<file path="src/rtl/prt_dp_pkg.sv">
`default_nettype none
// ============================================================================
// Module   : prt_dp_pkg
// Brief    : Shared DP TX constants and 8b/10b sub-block table helpers.
// Revision : 1.0 - initial release
// ============================================================================
package prt_dp_pkg;

    localparam logic       c_RD_NEG     = 1'b0;
    localparam logic       c_RD_POS     = 1'b1;
    localparam logic [9:0] c_K28_5_NEG  = 10'h17C;
    localparam logic [9:0] c_K28_5_POS  = 10'h283;

    localparam int c_SYM_W    = 11;
    localparam int c_CODE_W   = 10;
    localparam int c_DISP_CTL = 10;
    localparam int c_DISP_VAL = 9;
    localparam int c_K        = 8;
    localparam int c_DAT_MSB  = 7;
    localparam int c_DAT_LSB  = 0;

    // 5b/6b data code at RD-, written abcdei with a in the MSB
    function automatic logic [5:0] enc6_neg(input logic [4:0] x);
        logic [5:0] r;
        case (x)
            5'd0:  r = 6'b100111;  5'd1:  r = 6'b011101;
            5'd2:  r = 6'b101101;  5'd3:  r = 6'b110001;
            5'd4:  r = 6'b110101;  5'd5:  r = 6'b101001;
            5'd6:  r = 6'b011001;  5'd7:  r = 6'b111000;
            5'd8:  r = 6'b111001;  5'd9:  r = 6'b100101;
            5'd10: r = 6'b010101;  5'd11: r = 6'b110100;
            5'd12: r = 6'b001101;  5'd13: r = 6'b101100;
            5'd14: r = 6'b011100;  5'd15: r = 6'b010111;
            5'd16: r = 6'b011011;  5'd17: r = 6'b100011;
            5'd18: r = 6'b010011;  5'd19: r = 6'b110010;
            5'd20: r = 6'b001011;  5'd21: r = 6'b101010;
            5'd22: r = 6'b011010;  5'd23: r = 6'b111010;
            5'd24: r = 6'b110011;  5'd25: r = 6'b100110;
            5'd26: r = 6'b010110;  5'd27: r = 6'b110110;
            5'd28: r = 6'b001110;  5'd29: r = 6'b101110;
            5'd30: r = 6'b011110;  default: r = 6'b101011;
        endcase
        return r;
    endfunction

    // 3b/4b data code for RD- after the 6b block, fghj with f in the MSB
    function automatic logic [3:0] enc4_neg(input logic [2:0] y, input logic alt7);
        logic [3:0] r;
        case (y)
            3'd0: r = 4'b1011;  3'd1: r = 4'b1001;
            3'd2: r = 4'b0101;  3'd3: r = 4'b1100;
            3'd4: r = 4'b1101;  3'd5: r = 4'b1010;
            3'd6: r = 4'b0110;  default: r = alt7 ? 4'b0111 : 4'b1110;
        endcase
        return r;
    endfunction

    // Control 3b/4b code for RD- after the 6b block; RD+ is always its complement
    function automatic logic [3:0] enc4k_neg(input logic [2:0] y);
        logic [3:0] r;
        case (y)
            3'd0: r = 4'b1011;  3'd1: r = 4'b0110;
            3'd2: r = 4'b1010;  3'd3: r = 4'b1100;
            3'd4: r = 4'b1101;  3'd5: r = 4'b0101;
            3'd6: r = 4'b1001;  default: r = 4'b0111;
        endcase
        return r;
    endfunction

    function automatic logic k_supported(input logic [7:0] dat);
        logic [4:0] x;
        x = dat[4:0];
        return (x == 5'd28) ||
               ((dat[7:5] == 3'd7) &&
                ((x == 5'd23) || (x == 5'd27) || (x == 5'd29) || (x == 5'd30)));
    endfunction

endpackage
`default_nettype wire

</file>
<file path="src/rtl/prt_dptx_enc_sym.sv">
`default_nettype none
// ============================================================================
// Module   : prt_dptx_enc_sym
// Brief    : Combinational single-symbol 8b/10b encoder with RD in/out.
// Revision : 1.0 - initial release
// ============================================================================
module prt_dptx_enc_sym
    import prt_dp_pkg::*;
(
    input  logic [7:0] i_dat,
    input  logic       i_k,
    input  logic       i_rd,
    output logic [9:0] o_code,
    output logic       o_rd,
    output logic       o_kerr
);

    logic [4:0] w_x;
    logic [2:0] w_y;
    logic [5:0] w_6n, w_6;
    logic [3:0] w_4n, w_4;
    logic       w_flip6, w_cmp6, w_rd6, w_alt7, w_flip4, w_cmp4;

    always_comb begin
        w_x     = i_dat[4:0];
        w_y     = i_dat[7:5];
        o_kerr  = i_k && !k_supported(i_dat);

        w_6n    = (i_k && (w_x == 5'd28)) ? 6'b001111 : enc6_neg(w_x);
        w_flip6 = ($countones(w_6n) != 3);
        // D.07 is balanced yet still has distinct RD+/RD- forms
        w_cmp6  = w_flip6 || (!i_k && (w_x == 5'd7));
        w_6     = (i_rd && w_cmp6) ? ~w_6n : w_6n;
        w_rd6   = i_rd ^ w_flip6;

        w_alt7  = w_rd6 ? ((w_x == 5'd11) || (w_x == 5'd13) || (w_x == 5'd14))
                        : ((w_x == 5'd17) || (w_x == 5'd18) || (w_x == 5'd20));
        w_4n    = i_k ? enc4k_neg(w_y) : enc4_neg(w_y, w_alt7);
        w_flip4 = ($countones(w_4n) != 2);
        w_cmp4  = w_flip4 || i_k || (w_y == 3'd3);
        w_4     = (w_rd6 && w_cmp4) ? ~w_4n : w_4n;

        if (o_kerr) begin
            o_code = (i_rd == c_RD_POS) ? c_K28_5_POS : c_K28_5_NEG;
            o_rd   = ~i_rd;
        end else begin
            o_code = {w_4[0], w_4[1], w_4[2], w_4[3],
                      w_6[0], w_6[1], w_6[2], w_6[3], w_6[4], w_6[5]};
            o_rd   = w_rd6 ^ w_flip4;
        end
    end

endmodule
`default_nettype wire

</file>
<file path="src/rtl/prt_dptx_enc.sv">
`default_nettype none
// ============================================================================
// Module   : prt_dptx_enc
// Brief    : Multi-lane 8b/10b encoder, two-stage pipeline, per-lane RD chain.
// Revision : 1.0 - initial release
// ============================================================================
module prt_dptx_enc
    import prt_dp_pkg::*;
#(
    parameter int P_LANES = 4,
    parameter int P_SPL   = 2
) (
    input  logic                           LNK_CLK_IN,
    input  logic                           LNK_RST_IN,
    input  logic                           LNK_VLD_IN,
    input  logic [P_LANES*P_SPL*11-1:0]    LNK_DAT_IN,
    output logic                           LNK_VLD_OUT,
    output logic [P_LANES*P_SPL*10-1:0]    LNK_DAT_OUT,
    output logic [P_LANES-1:0]             STA_KERR_OUT
);

    localparam int c_IW = P_LANES * P_SPL * c_SYM_W;
    localparam int c_OW = P_LANES * P_SPL * c_CODE_W;

    logic               r_vld1;
    logic [c_IW-1:0]    r_dat1;
    logic               r_vld2;
    logic [c_OW-1:0]    r_code;
    logic [P_LANES-1:0] r_kerr;
    logic [P_LANES-1:0] r_rd;

    logic [c_OW-1:0]    w_code;
    logic [P_LANES-1:0] w_kerr;
    logic [P_LANES-1:0] w_rd_next;

    generate
        for (genvar i = 0; i < P_LANES; i++) begin : g_lane
            logic [P_SPL-1:0] w_kerr_slot;
            for (genvar j = 0; j < P_SPL; j++) begin : g_slot
                localparam int c_IO = (i * P_SPL + j) * c_SYM_W;
                localparam int c_OO = (i * P_SPL + j) * c_CODE_W;
                logic [c_SYM_W-1:0] w_sym;
                logic               w_rd_prev;
                logic               w_rd_in;
                logic               w_rd_out;

                if (j == 0) begin : g_first
                    assign w_rd_prev = r_rd[i];
                end else begin : g_chain
                    assign w_rd_prev = g_slot[j-1].w_rd_out;
                end

                assign w_sym   = r_dat1[c_IO +: c_SYM_W];
                // A forced disparity overrides whatever the previous slot produced
                assign w_rd_in = w_sym[c_DISP_CTL] ? w_sym[c_DISP_VAL] : w_rd_prev;

                prt_dptx_enc_sym u_sym (
                    .i_dat  (w_sym[c_DAT_MSB:c_DAT_LSB]),
                    .i_k    (w_sym[c_K]),
                    .i_rd   (w_rd_in),
                    .o_code (w_code[c_OO +: c_CODE_W]),
                    .o_rd   (w_rd_out),
                    .o_kerr (w_kerr_slot[j])
                );
            end
            assign w_kerr[i]    = |w_kerr_slot;
            assign w_rd_next[i] = g_slot[P_SPL-1].w_rd_out;
        end
    endgenerate

    always_ff @(posedge LNK_CLK_IN) begin
        if (LNK_RST_IN) begin
            r_vld1 <= 1'b0;
            r_dat1 <= '0;
            r_vld2 <= 1'b0;
            r_code <= '0;
            r_kerr <= '0;
            r_rd   <= {P_LANES{c_RD_NEG}};
        end else begin
            r_vld1 <= LNK_VLD_IN;
            r_dat1 <= LNK_DAT_IN;
            r_vld2 <= r_vld1;
            if (r_vld1) begin
                r_code <= w_code;
                r_kerr <= w_kerr;
                r_rd   <= w_rd_next;
            end else begin
                r_kerr <= '0;
            end
        end
    end

    assign LNK_VLD_OUT  = r_vld2;
    assign LNK_DAT_OUT  = r_code;
    assign STA_KERR_OUT = r_kerr;

endmodule
`default_nettype wire

</file>
<file path="config.mk">
export PLATFORM = sky130hd
export DESIGN_NAME = prt_dptx_enc
export DESIGN_NICKNAME = d
export VERILOG_FILES = /design/src/rtl/prt_dp_pkg.sv /design/src/rtl/prt_dptx_enc_sym.sv /design/src/rtl/prt_dptx_enc.sv
export SDC_FILE = /design/constraint.sdc
export NUM_CORES = 1
export LEC_CHECK = 0
export ABC_AREA = 1
export CORE_ASPECT_RATIO = 0.7
export CORE_MARGIN = 5
export CORE_UTILIZATION = 62
export CTS_CLUSTER_DIAMETER = 30
export DETAILED_ROUTE_END_ITERATION = 16
export GPL_TIMING_DRIVEN = 0
export PLACE_DENSITY_LB_ADDON = 0.1
export SLEW_MARGIN = 20
export SYNTH_ARGS = -nofsm -noshare
export SYNTH_HDL_FRONTEND = slang
export SYNTH_HIERARCHICAL = 1
export SYNTH_SLANG_ARGS = --single-unit
</file>
<file path="constraint.sdc">
create_clock -name LNK_CLK_IN -period 16.2 [get_ports LNK_CLK_IN]
set_input_delay 4.86 -clock LNK_CLK_IN [delete_from_list [all_inputs] [get_ports LNK_CLK_IN]]
set_output_delay 4.86 -clock LNK_CLK_IN [all_outputs]
set_load 0.02 [all_outputs]
</file>
---- After elaboration in Yosys (flattened, before gate mapping) ----
Memory sizes are Yosys's and may differ from the RTL's. A register that Yosys moved wholly into a read port is not among the register bits.
Index checks and enable logic that the tools add are counted.
storage, ports and cells
  register bits after elaboration ......... 178
  ROM bits ................................ 1536
  input port bits ......................... 91
  logic and storage cells ................. 556
  memories ................................ 8
cells by class
  $add $sub $neg .......................... 64
  eq/ne operators ......................... 168
  mux-type cells .......................... 104
  bitwise logic cells ..................... 41
  reduce and logical (&&, ||, !) cells .... 165
memory list
  memory            depth  bits a word  rd ports  clocked after memory_dff  write ports  line              RTL
  (name not given)  32     6            1         1                         0            prt_dp_pkg.sv:25  case (x)
  (name not given)  32     6            1         1                         0            prt_dp_pkg.sv:25
  (name not given)  32     6            1         1                         0            prt_dp_pkg.sv:25
  (name not given)  32     6            1         1                         0            prt_dp_pkg.sv:25
  (name not given)  32     6            1         1                         0            prt_dp_pkg.sv:25
  (name not given)  32     6            1         1                         0            prt_dp_pkg.sv:25
  +2 memories       --     --           --        --                        --           --
operators with widths
  kind                                                                    count
  32-bit adder                                                            24
  32-bit by 3-bit != test with 1-bit output (second input constant)       16
  4-bit case mux with 7 select lines                                      16
  5-bit equality test (second input constant)                             64
  10-bit two-way mux                                                      16
  5-bit by 4-bit equality test with 1-bit output (second input constant)  24
  3-bit equality test (second input constant)                             32
  4-bit two-way mux                                                       24
  6-bit two-way mux                                                       16
  1-bit logical OR                                                        88
  1-bit by 1-bit adder with 2-bit output                                  40
  3-bit by 2-bit equality test with 1-bit output (second input constant)  16
  1-bit logical AND                                                       48
  6-bit inverter                                                          8
  5-bit by 3-bit equality test with 1-bit output (second input constant)  8
  5-bit two-way mux                                                       8
  4-bit inverter                                                          8
  3-bit by 1-bit equality test with 1-bit output (second input constant)  8
  3-bit zero test                                                         8
  1-bit two-way mux                                                       24
  1-bit zero test                                                         16
  1-bit bitwise XOR                                                       16
  2-bit OR reduction                                                      5
  1-bit inverter                                                          9

---- Longest topological paths before layout ----
Gate-level depths: netlist of run 1.
  word-level depth ........................ 31
  depth in mapped cells ................... 56
  gate-level depth less buffers ........... 56

---- Hierarchy ----
Netlist of run 1, hierarchy kept.
by module, submodules not included
  module                                             times used  cells each  area an instance (um^2)  seq. area each (um^2)
  prt_dptx_enc                                       1           849         6238.5                   3563.4
  prt_dptx_enc_sym at g_lane[1].g_slot[0].u_sym ...  2           180         1106.1                   0.0
  prt_dptx_enc_sym at g_lane[3].g_slot[0].u_sym ...  2           177         1079.8                   0.0
  prt_dptx_enc_sym at g_lane[0].g_slot[0].u_sym      1           189         1026.0                   0.0
  prt_dptx_enc_sym at g_lane[0].g_slot[1].u_sym      1           184         1023.5                   0.0
  prt_dptx_enc_sym at g_lane[2].g_slot[1].u_sym      1           172         1017.2                   0.0
  prt_dptx_enc_sym at g_lane[2].g_slot[0].u_sym      1           177         999.7                    0.0

---- Worst setup path before layout of run 1 ----
OpenSTA, ideal clock, no wires.
  kind .................................... flip-flop to flip-flop
  from .................................... register r_dat1[22]
  to ...................................... register r_code[36], in the netlist LNK_DAT_OUT[36]
  setup time .............................. 0.064 ns
  data arrival time ....................... 8.072 ns
  required time ........................... 16.136 ns
  slack ................................... 8.064 ns
  cell stages (with the launch flop) ...... 54
  cell sequence ........................... dfxtp_1 inv_1 ha_1 inv_1 nor2_1 or3_4 inv_1 fa_1 fa_1 inv_1 ha_1 inv_1 fa_1 inv_1 nand3_1 nand2_1 nand2_1 clkinv_1 (+18 left out) nand3_1 nand2_1 nand2_1 inv_1 fa_1 ha_1 ha_1 nor3b_1 nand3_1 nand2_1 inv_1 nand3_1 nand3_1 nand2_2 inv_1 nand2_1 nand2_1 nor2_1
on the way
  word-level cells in the longest chain between the ends .. 31
  elaborated cells on any way between the ends .. 58
ends and longest elaborated chain
  item                                                          line                                      RTL
  start, declared                                               prt_dptx_enc.sv:26                        logic [c_IW-1:0] r_dat1;
  start signal, assigned                                        prt_dptx_enc.sv:74                        r_dat1 <= '0;
  start signal, assigned                                        prt_dptx_enc.sv:81                        r_dat1 <= LNK_DAT_IN;
  5-bit equality test                                           prt_dp_pkg.sv:73, prt_dptx_enc_sym.sv:29
  1-bit logical AND                                             prt_dptx_enc_sym.sv:29                    w_6n = (i_k && (w_x == 5'd28)) ? 6'b001111 : enc6_neg(w_x);
  6-bit two-way mux                                             prt_dptx_enc_sym.sv:29
  1-bit by 1-bit adder with 2-bit output (implied by the code)  prt_dptx_enc_sym.sv:30                    w_flip6 = ($countones(w_6n) != 3);
  32-bit adder (implied by the code) (2 in series)              prt_dptx_enc_sym.sv:30
  32-bit by 3-bit != test with 1-bit output                     prt_dptx_enc_sym.sv:30
  1-bit bitwise XOR                                             prt_dptx_enc_sym.sv:34                    w_rd6 = i_rd ^ w_flip6;
  1-bit two-way mux                                             prt_dptx_enc_sym.sv:36                    w_alt7 = w_rd6 ? ((w_x == 5'd11) || (w_x == 5'd13) || (w_x == 5'd14))
  (+8 left out)                                                 --
  via g_lane[1].g_slot[0].w_rd_out                              prt_dptx_enc.sv:45                        logic w_rd_out;
  (+1 left out)                                                 --
  via g_lane[1].g_slot[1].w_rd_in                               prt_dptx_enc.sv:44                        logic w_rd_in;
  (+5 left out)                                                 --
  1-bit by 1-bit adder with 2-bit output (implied by the code)  prt_dptx_enc_sym.sv:39                    w_flip4 = ($countones(w_4n) != 2);
  32-bit adder (implied by the code)                            prt_dptx_enc_sym.sv:39
  32-bit by 3-bit != test with 1-bit output                     prt_dptx_enc_sym.sv:39
  1-bit logical OR (2 in series)                                prt_dptx_enc_sym.sv:40                    w_cmp4 = w_flip4 || i_k || (w_y == 3'd3);
  1-bit logical AND                                             prt_dptx_enc_sym.sv:41                    w_4 = (w_rd6 && w_cmp4) ? ~w_4n : w_4n;
  4-bit two-way mux                                             prt_dptx_enc_sym.sv:41
  10-bit two-way mux *                                          prt_dptx_enc_sym.sv:43                    if (o_kerr) begin
  via w_code[36]                                                prt_dptx_enc.sv:32                        logic [c_OW-1:0] w_code;
  end signal, assigned                                          prt_dptx_enc.sv:84                        r_code <= w_code;
  end, declared                                                 prt_dptx_enc.sv:28                        logic [c_OW-1:0] r_code;
The timed path passes the listed nets; every way through them passes the cells marked *.
A chain may end at the register's enable or synchronous reset.

---- Worst setup path after layout of run 1 ----
Same ends and word-level chain as after synthesis.

==> results of run 1 <==
how the worst max path moves through the flow:
stage / to / start / slack (ns) / depth (start not counted)
global placement: LNK_DAT_OUT[38] / r_dat1[22] / 7.05 / 52
CTS: LNK_DAT_OUT[36] / r_dat1[22] / 6.86 / 54
floorplan: LNK_DAT_OUT[36] / r_dat1[22] / 8.06 / 53
finish: LNK_DAT_OUT[36] / r_dat1[22] / 6.80 / 54
detailed placement: LNK_DAT_OUT[36] / r_dat1[22] / 6.91 / 53
global route: LNK_DAT_OUT[36] / r_dat1[22] / 6.00 / 55
final cells by class:
type                    count  area (µm²)
multi-input cells        1637        9052
fillers                  1910        6086
flip-flops and latches    178        3563
repair buffers            174        1742
inverters                 407        1568
plain buffers              63       493.0
clock buffers              17       425.4
well taps                 318       397.9
clock inverters            15       136.4
synth_stat cells, types with 5 or more instances:
| cell type | count |
|---|---|
| nand2_1 | 608 |
| inv_1 | 364 |
| nor2_1 | 348 |
| nand3_1 | 186 |
| dfxtp_1 | 178 |
| ha_1 | 88 |
| o21ai_0 | 72 |
| nand4_1 | 39 |
| inv_2 | 33 |
| fa_1 | 32 |
| a21oi_1 | 29 |
| xor2_1 | 26 |
| nand2_2 | 24 |
| buf_2 | 21 |
| buf_6 | 21 |
| o21ai_1 | 21 |
| o21ai_2 | 21 |
| o211ai_1 | 20 |
| buf_4 | 19 |
| nand2_4 | 12 |
| xnor2_1 | 11 |
| nand3_2 | 10 |
| nor3b_1 | 9 |
| a22oi_1 | 7 |
| nand3_4 | 7 |
| nor3_1 | 7 |
| o21bai_1 | 7 |
| nor2_4 | 6 |
| o22ai_1 | 6 |
| a21oi_2 | 5 |
| nand3b_4 | 5 |
| nor2_2 | 5 |
power breakdown:
group | switching (mW) | internal [mW] | leakage [nW]
Clock | 0.203 | 0.204 | 0.283
Combinational | 0.493 | 0.311 | 7.40
Sequential | 0.0255 | 0.469 | 1.48
Total | 0.721 | 0.984 | 9.16
routing by layer:
layer / GRT usage, % / wire [µm] / vias to the layer above
li1: - / - / 7433
met1: 41.43 / 18300 / 6657
met2: 43.58 / 16490 / 612
met3: 6.071 / 3379 / 48
met4: 6.694 / 580 / 0
met5: 0 / 0 / -
worst reg2reg max path, delay by kind of cell, from the launching register on:
family	cells	cell delay, ns
buf+inv	13	1.00
xor+xnor	1	0.17
fa+ha+maj	11	3.84
flops	1	0.46
simple gates	25	2.76
compound gates	4	1.11
state kept, by name (all words and copies together), names as in the netlist:
register / flops
STA_KERR_OUT: 4
r_dat1: 88
r_vld1: 1
r_rd: 4
LNK_VLD_OUT: 1
LNK_DAT_OUT: 80
cells by family after synthesis:
logic type	count (synthesis)	synth area share, %
and+or+nand+nor	1285	39.45
buffers and inverters	470	14.04
AOI/OAI and AO/OA	195	8.159
DFF	178	24.28
adders and majority gates	120	11.87
xor gates and xnor gates	37	2.208
==> flow_metrics.tcl, run 1 <==
set metrics [dict create \
    outcome "finished clean" \
    avgSynthCellArea_um2 6.423 \
    io_buffers 174 \
    fp.dieH_um 138.7 \
    p_leak_nw 9.161 \
    clk_pin_slew_worst_paths_ns 0.07 \
    place_ws_ns 6.907 \
    async_flop_share_pct 0 \
    finalCriticalPeriod_ns 9.398 \
    ys_seq_area_share_pct 24.28 \
    path_delay_family "adder cells" \
    setup_viol 0 \
    crit_top_cell "nand2_1" \
    yosys.area.top_type "dfxtp_1" \
    ff2ff_path_depth 54 \
    overflow 0 \
    ys_seq_elements 178 \
    post-dp-hpwl_mm 30.97 \
    final_common_cell "nand2_1" \
    synthesis.area_um2 14680 \
    path_max_fanout 7 \
    final_cell_mix "608 x nand2_1, 364 x inv_1, 348 x nor2_1" \
    min_from "LNK_DAT_OUT[36]" \
    start_util_pct 62.55 \
    start_kind "flip-flop" \
    synth_nets 2496 \
    cp.arrival_ns 9.79 \
    worstSetupPathType "flip-flop to flip-flop" \
    rr_endpoint "LNK_DAT_OUT[36]" \
    fin_tns_setup_ns 0 \
    holdWs_ns 0.4703 \
    critPathMaxStageDelay_ns 0.63 \
    vdd_drop_max_v 0.00008631 \
    synthTopCellsByArea "dfxtp_1 24%, nand2_1 16%, inv_1 9.3%" \
    wire_per_inst_um 13.80 \
    min_path_cells 2 \
    postCtsResizedCells 0 \
    syn_to_final_growth_pct 18.41 \
    numCtsBuffers 17 \
    slowest_stage "o21ai_0" \
    grt_first_pass_wirelength_mm 65.19 \
    ys_types 52 \
    max_slew_margin_pct 40.87 \
    finalMaxSlewViolations 0 \
    wirelength_mm 38.75 \
    yosys_warnings 6 \
    r2r_start "r_dat1[22]" \
    synth_top_flop_cell "dfxtp_1" \
    dp_cells 2777 \
    grt_max_degree 19 \
    max_freq_mhz 106.4 \
    finalWorstSetupSlack_ns 6.802 \
    rsz0062_at_grt "false" \
    root_buffer "clkbuf_16" \
    clock_latency_ns 0.45 \
    cts_setup_buffers 0 \
    initialDrtViolationCount 1254 \
    grt_pass1_vias 13670 \
    dpl_cell_area_um2 16820 \
    hold_path_end "LNK_DAT_OUT[36]" \
    grtUsageTotal_pct 28.49 \
    globalplace.congestion 0.9436 \
    fin_area_um2 17380 \
    finClkSkew_ns 0.01375 \
    antenna_found_initial 0 \
    synth_edf_count 0 \
    die-width_um 193.9 \
    power.density_nw_per_um2 98.14 \
    finalPower_mw 1.705 \
    num_vias 14750 \
    via_per_inst 5.251 \
    worst-path-buf-inv 13 \
    cap_violations 0 \
    cts_hold_buf 0 \
    rows 47 \
    hold_viol 0 \
    core_um2 23460 \
    stdcell_count 2809 \
    dr.pass1.iters 6 \
    worstMarginPinSlew_ns 0.8777 \
    synthCells 2285 \
    drive_above_1_share_pct 9.876 \
    ant_nets 0 \
    io_pins 176 \
    clock_sinks 178 \
    clock_path_buffers 2 \
    drcViolationCount 0 \
    nets 2689 \
    cts_tree "done" \
    critPathRequiredTime_ns 16.59 \
    end_kind "flip-flop" \
    rrSetupSlack_ns 6.80 \
    finalCritPeriodShare_pct 58.01 \
    yosysTopAreaCellShare_pct 24.28 \
    die_area_um2 26900 \
    antenna_cells 0 \
    ctsHtreeMaxLevel 4 \
    fin_util_pct 74.06 \
    min_path_type "flip-flop to flip-flop" \
]
Power figures use the tool's default switching activity.
==> run 2: changes to the inputs <==
Settings changed: CORE_UTILIZATION 62 to 52.
Clock period 16.2 ns to 8.1 ns, I/O delays scaled along.
==> flow_metrics.tcl, run 2 (synthesis results as in run 1) <==
set metrics [dict create \
    outcome "finished clean" \
    p_comb_share_pct 51.9 \
    largest_register_ffs 88 \
    finClkSkew_ns 0.006946 \
    start_util_pct 52.75 \
    worstMarginPinSlew_ns 0.9567 \
    wirelength_mm 40.56 \
    setup_viol 0 \
    grtUsageTotal_pct 24.63 \
    die-width_um 210.8 \
    die_area_um2 31740 \
    ctsHtreeMaxLevel 4 \
    drive_above_1_share_pct 20.48 \
    antenna_found_initial 0 \
    finalPower_mw 3.840 \
    io_pins 176 \
    num_vias 15040 \
    finalCritPeriodShare_pct 97.43 \
    finalCriticalPeriod_ns 7.892 \
    fin_tns_setup_ns 0 \
    dpl_cell_area_um2 16880 \
    holdWs_ns 0.4707 \
    hold_viol 0 \
    cts_tree "done" \
    p_leak_nw 9.616 \
    rows 51 \
    critPathMaxStageDelay_ns 0.54 \
    swShare_pct 40.59 \
    core_um2 27820 \
    worstSetupPathType "flip-flop to flip-flop" \
    largest-register "r_dat1" \
    final_cell_mix "546 x nand2_1, 340 x nor2_1, 315 x inv_1" \
    antenna_cells 0 \
    cp.arrival_ns 8.24 \
    wire_per_inst_um 13.82 \
    internal_power_mw 2.281 \
    overflow 0 \
    fin_area_um2 18920 \
    slowest_stage "fa_1" \
    ant_nets 0 \
    clock_sinks 178 \
    cts_hold_buf 0 \
    end_kind "flip-flop" \
    final_common_cell "nand2_1" \
    nets 2763 \
    min_path_type "flip-flop to flip-flop" \
    root_buffer "clkbuf_16" \
    syn_to_final_growth_pct 28.90 \
    clock_path_buffers 2 \
    io_buffers 174 \
    initialDrtViolationCount 1077 \
    finalMaxSlewViolations 0 \
    clock_power_share_pct 22.2 \
    rsz0062_at_grt "true" \
    start_kind "flip-flop" \
    numCtsBuffers 17 \
    drcViolationCount 0 \
    critPathRequiredTime_ns 8.45 \
    clk_pin_slew_worst_paths_ns 0.07 \
    path_max_fanout 5 \
    dr.pass1.iters 5 \
    vdd_drop_max_v 0.0001544 \
    cap_violations 0 \
    grt_first_pass_wirelength_mm 65.09 \
    fp.dieH_um 150.6 \
    via_per_inst 5.125 \
    globalplace.congestion 0.9336 \
    pwr-share-seq_pct 25.8 \
    p_sw_mw 1.559 \
    post-dp-hpwl_mm 30.43 \
    clock_latency_ns 0.45 \
    grt_max_degree 17 \
    power.density_nw_per_um2 203.0 \
    max_slew_margin_pct 35.55 \
    grt_pass1_vias 13830 \
    crit_top_cell "nand2_2" \
    max_freq_mhz 126.7 \
]
-- run 2: cell types whose count changed in the layout (fill, tap and decap cells not counted), sizes merged --
cell	change
clkbuf	+2
clkinvlp	+1
buf	+73
inv	-8
bufinv	+3
clkinv	+2
-- run 2: timing repair --
item | CTS | global route
endpoints found under the setup margin | 20 | 20
resized for setup | 67 | 219
pin swaps | 10 | 124
gates cloned | 0 | 0
endpoints found under the hold margin | 0 | 0
setup buffers | 10 | 64
-- run 2: cell type report --
type                    instances  area, µm²
repair buffers                248       2308
clock buffers                  18      429.2
well taps                     371      464.2
flip-flops and latches        178       3597
plain buffers                  63      506.7
inverters                     407       1605
multi-input cells            1637       9846
fillers                      2419       8904
clock inverters                13      161.4
-- run 2: routing by layer --
| metal | vias to the layer above | GRT usage, % | share of wire [%] |
|---|---|---|---|
| met4 | 0 | 7.548 | 1.9 |
| li1 | 7594 | - | - |
| met3 | 54 | 4.187 | 5.8 |
| met5 | - | 0 | 0 |
| met1 | 6952 | 33.63 | 46 |
| met2 | 441 | 40.16 | 46 |
-- run 2: metrics by stage --
stage	util, %	std cells	setup WS (ns)
6_report	68.00	2935	0.2082
5_1_grt	68.00	2935	-0.2633
4_1_cts	63.83	2871	0.00007816
3_5_place_dp	60.68	2830	-1.225
3_3_place_gp	60.68	2830	-1.072
2_1_floorplan	-	2285	0.03441
-- run 2: worst paths after layout --
path	start	end	slack [ns]	cells past startpoint
worst min-delay path	LNK_DAT_OUT[73]	LNK_DAT_OUT[73]	0.47	2
worst max-delay path	r_dat1[23]	LNK_DAT_OUT[39]	0.21	53
worst max register to register	r_dat1[23]	LNK_DAT_OUT[39]	0.21	53
worst min register to register	LNK_DAT_OUT[73]	LNK_DAT_OUT[73]	0.47	2
-- run 2: power by group through the flow --
stage	logic, mW	registers, mW	clock network, mW
2_1_floorplan	1.15	1.04	0
3_3_place_gp	1.53	1.01	0
3_5_place_dp	1.57	1.01	0
4_1_cts	1.68	0.990	0.871
5_1_grt	2.22	0.999	0.907
6_report	1.99	0.992	0.853
-- run 2: critical path: cells and delay by family, from the launching register on --
kind                       cells  cell delay (ns)
AOI/OAI and AO/OA              3             0.44
buffers and inverters         13             0.73
xor gates and xnor gates       1             0.11
adders and majority gates     11             3.65
and+or+nand+nor               25             2.45
DFF                            1             0.38
